==> src/rtl/preamble_rate_detector_pkg.sv <==
// Shared definitions for the preamble training receive path: FSM states,
// error codes and a constant log2 helper for power-of-two sizing.
package preamble_rate_detector_pkg;

    typedef enum logic [1:0] {
        IDLE    = 2'b00,
        ARM     = 2'b01,
        MEASURE = 2'b10,
        RESULT  = 2'b11
    } state_e;

    typedef enum logic [1:0] {
        ERR_NONE     = 2'b00,
        ERR_FIRST_TO = 2'b01,
        ERR_INT_TO   = 2'b10,
        ERR_TOL      = 2'b11
    } err_code_e;

    // Exact log2 of a power of two; only evaluated on parameters.
    function automatic int unsigned log2(input int unsigned v);
        int unsigned r;
        r = 0;
        for (int unsigned i = 0; i < 32; i++) begin
            if ((32'd1 << i) == v) r = i;
        end
        return r;
    endfunction

endpackage

==> src/rtl/preamble_rate_detector_sync_edge_det.sv <==
// Two-flop synchronizer plus a delay flop; edge_o pulses for one cycle on
// every transition of the synchronized line, either polarity.
module sync_edge_det #(
    parameter logic RST_VAL = 1'b1
) (
    input  logic clk,
    input  logic rst_n,
    input  logic d_i,
    output logic edge_o
);

    logic s1_q, s2_q, s3_q;

    always_ff @(posedge clk or negedge rst_n) begin
        if (!rst_n) begin
            s1_q <= RST_VAL;
            s2_q <= RST_VAL;
            s3_q <= RST_VAL;
        end else begin
            s1_q <= d_i;
            s2_q <= s1_q;
            s3_q <= s2_q;
        end
    end

    assign edge_o = s2_q ^ s3_q;

endmodule

==> src/rtl/preamble_rate_detector.sv <==
// Measures transition spacing on the training line, averages MEAS_EDGES
// intervals under a tolerance check and reports the recovered bit divider.
module preamble_rate_detector
    import preamble_rate_detector_pkg::*;
#(
    parameter int unsigned DIV_WIDTH          = 8,
    parameter int unsigned MEAS_EDGES         = 8,
    parameter int unsigned TOL                = 1,
    parameter int unsigned FIRST_EDGE_TIMEOUT = 4096
) (
    input  logic                 clk,
    input  logic                 rst_n,
    input  logic                 start,
    input  logic                 training_in,
    output logic [DIV_WIDTH-1:0] clk_div,
    output logic                 done,
    output logic                 error,
    output logic [1:0]           err_code,
    output logic                 busy,
    output logic                 locked
);

    localparam int unsigned LOG    = log2(MEAS_EDGES);
    localparam int unsigned ICNT_W = DIV_WIDTH + 1;
    localparam int unsigned SUM_W  = DIV_WIDTH + 1 + LOG;
    localparam int unsigned CNT_W  = LOG + 1;
    localparam int unsigned WAIT_W = (FIRST_EDGE_TIMEOUT > 1) ? $clog2(FIRST_EDGE_TIMEOUT) : 1;

    localparam logic [ICNT_W-1:0] ICNT_MAX  = {1'b1, {DIV_WIDTH{1'b0}}};
    localparam logic [ICNT_W-1:0] TOL_V     = ICNT_W'(TOL);
    localparam logic [CNT_W-1:0]  CNT_LAST  = CNT_W'(MEAS_EDGES - 1);
    localparam logic [WAIT_W-1:0] WAIT_LAST =
        WAIT_W'((FIRST_EDGE_TIMEOUT == 0) ? 0 : FIRST_EDGE_TIMEOUT - 1);
    localparam bit TIMEOUT_EN = (FIRST_EDGE_TIMEOUT != 0);

    state_e               state_q;
    err_code_e            err_q;
    logic [ICNT_W-1:0]    icnt_q, ref_q, diff;
    logic [SUM_W-1:0]     sum_q, sum_d;
    logic [CNT_W-1:0]     cnt_q;
    logic [WAIT_W-1:0]    wcnt_q;
    logic [DIV_WIDTH-1:0] clk_div_q, clk_div_d;
    logic                 done_q, error_q, locked_q;
    logic                 edge_s, interval_ok;

    sync_edge_det #(.RST_VAL(1'b1)) u_sync (
        .clk    (clk),
        .rst_n  (rst_n),
        .d_i    (training_in),
        .edge_o (edge_s)
    );

    // The first accepted interval defines the reference, so it always passes.
    always_comb begin
        diff        = (icnt_q >= ref_q) ? (icnt_q - ref_q) : (ref_q - icnt_q);
        interval_ok = (cnt_q == '0) || (diff <= TOL_V);
        sum_d       = sum_q + SUM_W'(icnt_q);
        clk_div_d   = DIV_WIDTH'(sum_q[SUM_W-1:LOG] - ICNT_W'(1));
    end

    always_ff @(posedge clk or negedge rst_n) begin
        if (!rst_n) begin
            state_q   <= IDLE;
            err_q     <= ERR_NONE;
            icnt_q    <= '0;
            ref_q     <= '0;
            sum_q     <= '0;
            cnt_q     <= '0;
            wcnt_q    <= '0;
            clk_div_q <= '0;
            done_q    <= 1'b0;
            error_q   <= 1'b0;
            locked_q  <= 1'b0;
        end else begin
            done_q  <= 1'b0;
            error_q <= 1'b0;
            icnt_q  <= edge_s ? ICNT_W'(1) : icnt_q + ICNT_W'(1);
            if (start) begin
                state_q  <= ARM;
                locked_q <= 1'b0;
                err_q    <= ERR_NONE;
                wcnt_q   <= '0;
                icnt_q   <= '0;
                cnt_q    <= '0;
                sum_q    <= '0;
            end else begin
                case (state_q)
                    IDLE: ;
                    ARM: begin
                        if (edge_s) begin
                            state_q <= MEASURE;
                        end else if (TIMEOUT_EN && wcnt_q == WAIT_LAST) begin
                            state_q <= IDLE;
                            error_q <= 1'b1;
                            err_q   <= ERR_FIRST_TO;
                        end else begin
                            wcnt_q <= wcnt_q + WAIT_W'(1);
                        end
                    end
                    MEASURE: begin
                        // An edge landing exactly at the maximum count still counts.
                        if (edge_s) begin
                            if (!interval_ok) begin
                                state_q <= IDLE;
                                error_q <= 1'b1;
                                err_q   <= ERR_TOL;
                            end else begin
                                sum_q <= sum_d;
                                cnt_q <= cnt_q + CNT_W'(1);
                                if (cnt_q == '0) ref_q <= icnt_q;
                                if (cnt_q == CNT_LAST) state_q <= RESULT;
                            end
                        end else if (icnt_q == ICNT_MAX) begin
                            state_q <= IDLE;
                            error_q <= 1'b1;
                            err_q   <= ERR_INT_TO;
                        end
                    end
                    RESULT: begin
                        clk_div_q <= clk_div_d;
                        done_q    <= 1'b1;
                        locked_q  <= 1'b1;
                        state_q   <= IDLE;
                    end
                    default: state_q <= IDLE;
                endcase
            end
        end
    end

    assign clk_div  = clk_div_q;
    assign done     = done_q;
    assign error    = error_q;
    assign err_code = err_q;
    assign locked   = locked_q;
    assign busy     = (state_q == ARM) || (state_q == MEASURE);

endmodule

==> config.mk <==
export PLATFORM = sky130hd
export DESIGN_NAME = preamble_rate_detector
export DESIGN_NICKNAME = d
export VERILOG_FILES = /design/src/rtl/preamble_rate_detector_pkg.sv /design/src/rtl/preamble_rate_detector_sync_edge_det.sv /design/src/rtl/preamble_rate_detector.sv
export SDC_FILE = /design/constraint.sdc
export NUM_CORES = 1
export LEC_CHECK = 0
export CAP_MARGIN = 15
export CORE_MARGIN = 5
export CORE_UTILIZATION = 36
export CTS_BUF_LIST = sky130_fd_sc_hd__clkbuf_8
export DETAILED_ROUTE_END_ITERATION = 8
export PLACE_DENSITY = 0.57
export SLEW_MARGIN = 20
export SYNTH_ARGS = -nofsm -noshare
export SYNTH_HDL_FRONTEND = slang
export SYNTH_SLANG_ARGS = --single-unit
export TNS_END_PERCENT = 100
==> constraint.sdc <==
create_clock -name clk -period 4.2 [get_ports clk]
set_input_delay 0.63 -clock clk [delete_from_list [all_inputs] [get_ports clk]]
set_output_delay 0.63 -clock clk [all_outputs]
set_load 0.05 [all_outputs]
Word level (Yosys, flattened, before mapping)
Index checks and enable logic that the tools add are counted. Widths: inputs -> output; s select.

Add/subtract/negate cells: 7. Order comparisons: 2. Equality and inequality tests: 14. Multiplexer cells: 41. Bitwise gates (word level): 2. Reduce and logical (&&, ||, !) cells: 16.

Operators by type and width (number): $mux 12 (8); $mux 9 (3); $mux 2 (13); $sub 9x9->9 (2); $mux 4 (4); $add 12x1->12 const B (1); $add 12x9->12 (1); $eq 12x12->1 const B (1); $ne 4x4->1 const B (3); $mux 1 (10); $reduce_and 5->1 (2); $reduce_bool 2->1 (5); $add 9x1->9 const B (1); $eq 9x9->1 const B (1); $ge 9x9->1 (1); $le 9x1->1 const B (1); $sub 8x1->8 const B (1); $ne 3x3->1 const B (2); $pmux 2 s3 (1); $reduce_and 3->1 (2); $ne 5x5->1 const B (1); $add 4x1->4 const B (1); $eq 2x2->1 const B (2); $eq 4x3->1 const B (1); 12 further kinds (14).

Bits in registers: 64. Bits of input ports: 4. Output and inout port bits: 14. Word-level logic and storage cells: 96.

Depth between registers and ports, before layout
Word-level depth: 8. Gate-level depth with buffers: 13. Gate-level depth less buffers: 12.

By module
A second synthesis with hierarchy kept.

Cells, all modules: 462. Area total of the unflattened synthesis: 4180.3 um^2.

Modules (own cells, without submodules): preamble_rate_detector (instances 1, cells an instance 458, area an instance 4092.7 um^2, seq. area each 1501.4 um^2); sync_edge_det (instances 1, cells an instance 4, area an instance 87.6 um^2, seq. area each 78.8 um^2).

Worst setup path before layout
OpenSTA, ideal clock, no wires.

Path kind: flip-flop to flip-flop. Start point: register icnt_q[0]. End point: register sum_q[10]. Setup time: 120 ps. Arrival time: 3084 ps. Required time: 4080 ps. Slack: 995 ps. Stages on the path, launching flop included: 14. Path buffers: 1. Clock period less this slack: 3205 ps. Cells stage by stage: dfrtp_1 > inv_1 > ha_1 > inv_1 > fa_1 > xor2_1 > a311o_1 > nor4_1 > o221ai_1 > or4_4 > a21oi_4 > buf_6 > a311oi_1 > a41o_1.

Word-level cells in the longest chain between the ends: 6. Elaborated cells on any way between the ends: 13. Those cells by class: add/sub (3); order compare (2); mux (5); reduce/logical (3).

RTL lines: from (decl) (RTL line preamble_rate_detector.sv:38) `logic [ICNT_W-1:0] icnt_q, ref_q, diff;`; from (signal assigned) (RTL line preamble_rate_detector.sv:77) `icnt_q <= edge_s ? ICNT_W'(1) : icnt_q + ICNT_W'(1);`; $sub 9x9->9 / $ge 9x9->1 (equally long branches) (RTL line preamble_rate_detector.sv:55) `diff = (icnt_q >= ref_q) ? (icnt_q - ref_q) : (ref_q - icnt_q);`; $mux 9 (RTL line preamble_rate_detector.sv:55); $le 9x1->1 (RTL line preamble_rate_detector.sv:56) `interval_ok = (cnt_q == '0) || (diff <= TOL_V);`; $logic_or 1x1->1 (RTL line preamble_rate_detector.sv:56); $reduce_bool 2->1 (no line); $reduce_and 3->1 (no line); to (signal assigned) (RTL line preamble_rate_detector.sv:108) `sum_q <= sum_d;`; to (decl) (RTL line preamble_rate_detector.sv:39) `logic [SUM_W-1:0] sum_q, sum_d;`.

Several ways; a longest one is shown, not always the timed one. The select of a mux whose other input is x is not followed. A chain may end at the register's enable or synchronous reset.

Final worst setup path
Start point: register icnt_q[0]. End point: register sum_q[3].

Same word-level chain as after synthesis.

==> results.toml <==
[worst_setup_path]
cpMostUsedCell = "inv_1"
cp-end-kind = "register"
crit_type = "register to register"
cp.required_ps = 4430
rrSetupSlack_ps = 470
arrival_ps = 3960
r2r_cells = 13
path_cells = "inv_1 -> ha_1 -> inv_1 -> fa_1 -> xor2_1 -> a311o_1 -> nor4_1 -> o221ai_1 -> or4_4 -> a21oi_4 -> buf_4 -> mux2i_1 -> nor2_1"
cp-start-kind = "register"
crit_fanout = 12
cp_slowest_cell = "or4_4"
slowest_delay_ps = 550

[place]
io_buffers = 17
dpl_cell_area_sq_um = 4420
dp_hpwl_mm = 6.49
place_inst = 597
place_congestion = 0.816

[grt]
antenna_found_initial = 0
gr-total-overflow = 0
grt_max_degree = 41
grt_pass1_vias = 3147
grt_pass1_wl_mm = 15.2
track_usage_pct = 14.0

[finish]
fin_area_sq_um = 4680
post-route-util_pct = 41.4
finalNetCount = 508
antenna_cells = 0
area_growth_pct = 13.3
fin_cells = 614
drive_gt1_share_pct = 8.07

[timing]
worst_slew_pin_slew_ps = 703
clock.fmax_mhz = 268
maxSlewHeadroom_pct = 52.8
rsz0062_at_grt = "false"
fin_crit_sh_pct = 88.9
finalSetupViolations = 0
finalClockSkew_ps = 12.7
min_period_ps = 3730
finalSetupTns_ps = 0
slew_violations = 0
hold_viol_final = 0
holdWs_ps = 266

[power]
p_int_mw = 1.39
peakVddDrop_mv = 0.259
combPwrFrac_pct = 37.5
powerDensity_nw_per_um2 = 469
p_seq_share_pct = 33.4
p_clk_share_pct = 29.1
p_sw_share_pct = 36.5
leakagePower_nw = 2.09
switchingPower_mw = 0.801

[clock_network]
post_cts_buffers = 0
cts_root_buf = "clkbuf_8"
cts_tree = "yes"
hold_buffers = 0
numClockSinks = 63
clk_pin_slew_ps = 80
insertion_delay_ps = 350
cts_buffers = 9
ctsResizeCount = 0
htreeDepth = 3
clockBufferDepth = 2

[synth]
synth_seq_cells = 63
yosysTopAreaCell = "dfrtp_1"
synth_top_area_share_pct = 36.3
seq_area_frac_synth_pct = 38.2
synth_nets = 492
synth_area_leaders = "dfrtp_1 (36%), ha_1 (11%), xnor2_1 (4.2%), nor2_1 (4.2%), o21ai_0 (3.5%)"
synth_edf_count = 0
synthTopCellsByCount = "dfrtp_1 (60), nor2_1 (46), inv_1 (36), nand2_1 (36), ha_1 (35)"
netlist_instances = 450
ys_types = 61
ys.warnings.count = 0
synthFlopType = "dfrtp_1"
async_flop_share_pct = 100
synth_area_sq_um = 4130
yosysMostFrequentCell = "dfrtp_1"
avgSynthCellArea_sq_um = 9.18

[route]
post_drt_via_cell_ratio = 5.12
drc_errors = 0
drt_iter0_drc = 144
num_vias = 3141
firstDrtPassIters = 4
wire_per_inst_um = 14.5
postRouteAntennaNets = 0
wl_mm = 8.93

[floorplanning]
io_pins = 18
rows = 39
die_w_um = 117
core_sq_um = 11300
dieArea_sq_um = 13700
die_height_um = 117
initial_core_util_pct = 36.5

[min_path]
hp-class = "input pin to async pin"

[run_status]
status = "completed"

[run]
cap_violations = 0
flip-flops by register name, indices dropped and copies added (netlist names), 2 cells and up:
signal and cells:
wcnt_q 12, err_code 2, ref_q 9, cnt_q 4
state_q 2, sum_q 11, icnt_q 9, clk_div 8
per-layer routing:
layer | GRT usage, % | part of all wire (%) | up-vias | wire length, um
li1 | - | - | 1598 | -
met1 | 17.3 | 47 | 1499 | 4170
met2 | 24.1 | 49 | 33 | 4380
met3 | 3.24 | 3.0 | 11 | 264
met4 | 4.28 | 1.3 | 0 | 118
met5 | 0 | 0 | - | 0
per-stage QoR:
stage               power (mW)  setup slack [ps]
global route              2.34               166
floorplan                 1.35               995
finish                    2.20               467
CTS                       2.23               473
global placement          1.56               589
detailed placement        1.57               496
cell type report:
| type | instances | area [sq um] |
|---|---|---|
| Clock inverter | 7 | 113 |
| Tap cell | 143 | 179 |
| Fill cell | 1149 | 6640 |
| Multi-Input combinational cell | 335 | 2340 |
| Timing Repair Buffer | 21 | 215 |
| Clock buffer | 9 | 124 |
| Inverter | 36 | 135 |
| Sequential cell | 63 | 1580 |
layout by cell type (no fill, tap or decap), types with 3 or more instances in the layout:
| cell | Yosys | layout |
|---|---|---|
| nor2b_1 | 4 | 4 |
| clkbuf_8 | 0 | 9 |
| buf_4 | 1 | 3 |
| nor4_1 | 5 | 5 |
| clkdlybuf4s50_1 | 0 | 16 |
| nand2b_1 | 13 | 13 |
| fa_1 | 3 | 3 |
| dfrtp_1 | 60 | 60 |
| a21o_1 | 3 | 3 |
| or2_2 | 4 | 4 |
| or3_1 | 3 | 3 |
| dfstp_2 | 3 | 3 |
| bufinv_16 | 0 | 3 |
| nand4_1 | 7 | 7 |
| o31a_1 | 3 | 3 |
| nor4b_1 | 4 | 4 |
| nand2_1 | 36 | 36 |
| nor2_1 | 46 | 46 |
| a21oi_1 | 27 | 27 |
| ha_1 | 35 | 35 |
| nand3b_1 | 3 | 3 |
| xnor2_1 | 20 | 20 |
| o21ai_0 | 29 | 29 |
| nand3_1 | 13 | 13 |
| mux2i_1 | 13 | 13 |
| nor3_1 | 8 | 8 |
| inv_1 | 36 | 37 |
| xor2_1 | 14 | 14 |
cells by family (layout without fill, tap and decap cells):
family                   count (synthesis)  after routing  synth area share (%)
AND/OR/NAND/NOR                        152            152                  18.1
AO/OA/AOI/OAI                           97             97                  15.7
flip-flops                              63             63                  38.2
buffers and inverters                   52             73                  5.21
adder cells (fa/ha/maj)                 38             38                  12.1
XOR/XNOR                                34             34                  7.21
multiplexers                            14             14                  3.42
power groups by stage:
stage	combinational (mW)	sequential [mW]	clock, mW
after floorplan	0.449	0.898	0
after global placement	0.812	0.744	0
after detailed placement	0.825	0.747	0
after CTS	0.827	0.736	0.662
after global routing	0.907	0.748	0.681
final	0.823	0.734	0.638
worst paths after layout:
kind,from,to
setup / recovery,icnt_q[0]$_DFF_PN0_,sum_q[3]$_DFFE_PN0P_
hold / removal,rst_n,icnt_q[0]$_DFF_PN0_
setup reg to reg,icnt_q[0]$_DFF_PN0_,sum_q[3]$_DFFE_PN0P_
hold reg to reg,u_sync.s1_q$_DFF_PN1_,u_sync.s2_q$_DFF_PN1_
max in group asynchronous,rst_n,u_sync.s2_q$_DFF_PN1_
min in group clk,u_sync.s1_q$_DFF_PN1_,u_sync.s2_q$_DFF_PN1_
critical path: cells and delay by family (launching register included):
kind | cells | cell delay (ps)
XOR/XNOR | 1 | 180
AND/OR/NAND/NOR | 3 | 840
flip-flops | 1 | 430
adder cells (fa/ha/maj) | 2 | 590
multiplexers | 1 | 220
buffers and inverters | 3 | 470
AO/OA/AOI/OAI | 3 | 860
(Power assumes the default switching activity.)
==> patch: new RTL, same settings <==
One comparison of `cnt_q` changes from == to >=.
--- a/src/rtl/preamble_rate_detector.sv
+++ b/src/rtl/preamble_rate_detector.sv
@@ -108,7 +108,7 @@
                                 sum_q <= sum_d;
                                 cnt_q <= cnt_q + CNT_W'(1);
                                 if (cnt_q == '0) ref_q <= icnt_q;
-                                if (cnt_q == CNT_LAST) state_q <= RESULT;
+                                if (cnt_q >= CNT_LAST) state_q <= RESULT;
                             end
                         end else if (icnt_q == ICNT_MAX) begin
                             state_q <= IDLE;
Behaviour: same outputs for any inputs over 10 cycles, from zero or initial values and one cycle with rst_n low; that may be too few to reach the edited logic, so the function may still have changed.
==> patch against the original RTL <==
  * Final area shrank 2.2%
  * Setup slack worse by 0.0018 ns
  * Combinational power is 3.6% higher
  * Area after synthesis shrank 2.0%
  * First-iteration DRC count up 27%
  * Critical path depth is 2 lower
  * Clock power down 9.1%
  * Count of clock-buffer cells in the layout increased by 5
  * Final cell count fell by 2.0%
  * Synthesized cell count shrank 2.2%
  * Sequential cell count unchanged
  * Routed wire length down 3.1%
  * Sequential share of layout area grew 0.78 points
  * Power fell by 1.1%
  * Critical endpoint is now err_code[1]
  * Largest power group unchanged
==> patch: results (changes against the original RTL) <==
- Main area contributors after synthesis: sky130_fd_sc_hd__dfrtp_1, sky130_fd_sc_hd__ha_1, sky130_fd_sc_hd__xnor2_1
- The global-route wire length before repair came to 14.90 mm (-1.8%).
- Worst-case register-to-register setup slack: 0.47 ns (about the same)
- Proportion of layout cells with a drive suffix above 1: 0.08009 (-0.0005928)
- The wire length on met3 is 256 µm (-3.0%).
- Sequential area share after synthesis: 0.3904 (+0.007922)
- The power density over the cells was 474.4 nW/µm² (+1.2%).
- Ranked by instance count, the synthesized netlist is headed by sky130_fd_sc_hd__dfrtp_1, sky130_fd_sc_hd__nor2_1, sky130_fd_sc_hd__inv_1.
* Switching share of power: 0.3747 (+0.009881)
- Total number of sequential cells: 63 (unchanged)
* Worst r2r src: icnt_q[1]
- Post-synthesis net count: 482 (-2.0%)
- The proportion of cell area occupied by multi-input gates was 0.4937 (-0.005218).
- Post-detailed-routing wire length: 8.652 mm (-3.1%)
- Average wire length per cell after detail routing: 14.37 µm (-1.2%)
* Multi-input combinational cell area: 2260 µm² (-3.3%)
* Maximum fanout along the worst path: 9 (-3)
- The timing-limited maximum frequency came to 267.7 MHz (about the same).
* Post-layout net count: 499 (-1.8%)
* Synth Area per Inst: 9.199 µm² (+0.20%)
- The worst hold-check slack is 0.3182 ns (+0.05217 ns).
- The final HPWL from detailed placement was 6.445 mm (-0.72%).
- The met2 usage in global routing is 0.2079 (-0.03328).
* Final weighted congestion of routability-driven global placement: 0.8274 (+1.4%)
- Following the worst setup path forward leads to its endpoint at err_code[1].
- The number of placed instances with taps included is 586 (-1.8%).
* Clock buffer count: 14 (+5)
* GR Util met1: 0.2023 (+0.02903)
* Maximum single-stage delay on the critical path: 0.66 ns (+0.11 ns)
* GRT Overall Usage: 0.1394 (-0.0001975)
- The DRC marker count from the first detailed-route iteration is 183 (+27%).
- The run finished with clean final reports.
patch: cell count changes in the layout (fill, tap and decap cells not counted), moves of 4 or more:
cell	delta
sky130_fd_sc_hd__a22o_1	+10
sky130_fd_sc_hd__mux2i_1	-10
sky130_fd_sc_hd__nand2b_1	-6
sky130_fd_sc_hd__clkbuf_8	+5
sky130_fd_sc_hd__o21bai_1	+5
sky130_fd_sc_hd__nand3_1	+4
sky130_fd_sc_hd__nor4_1	-4
patch: cells by family (layout without fill, tap and decap cells):
logic type / after synthesis / count (layout) / synth area share
compound gates: 106 / 106 / 0.1740
xor+xnor: 34 / 34 / 0.07357
fa+ha+maj: 38 / 38 / 0.1230
buf+inv: 52 / 74 / 0.05131
flops: 63 / 63 / 0.3904
mux: 7 / 7 / 0.01855
simple gates: 140 / 140 / 0.1691
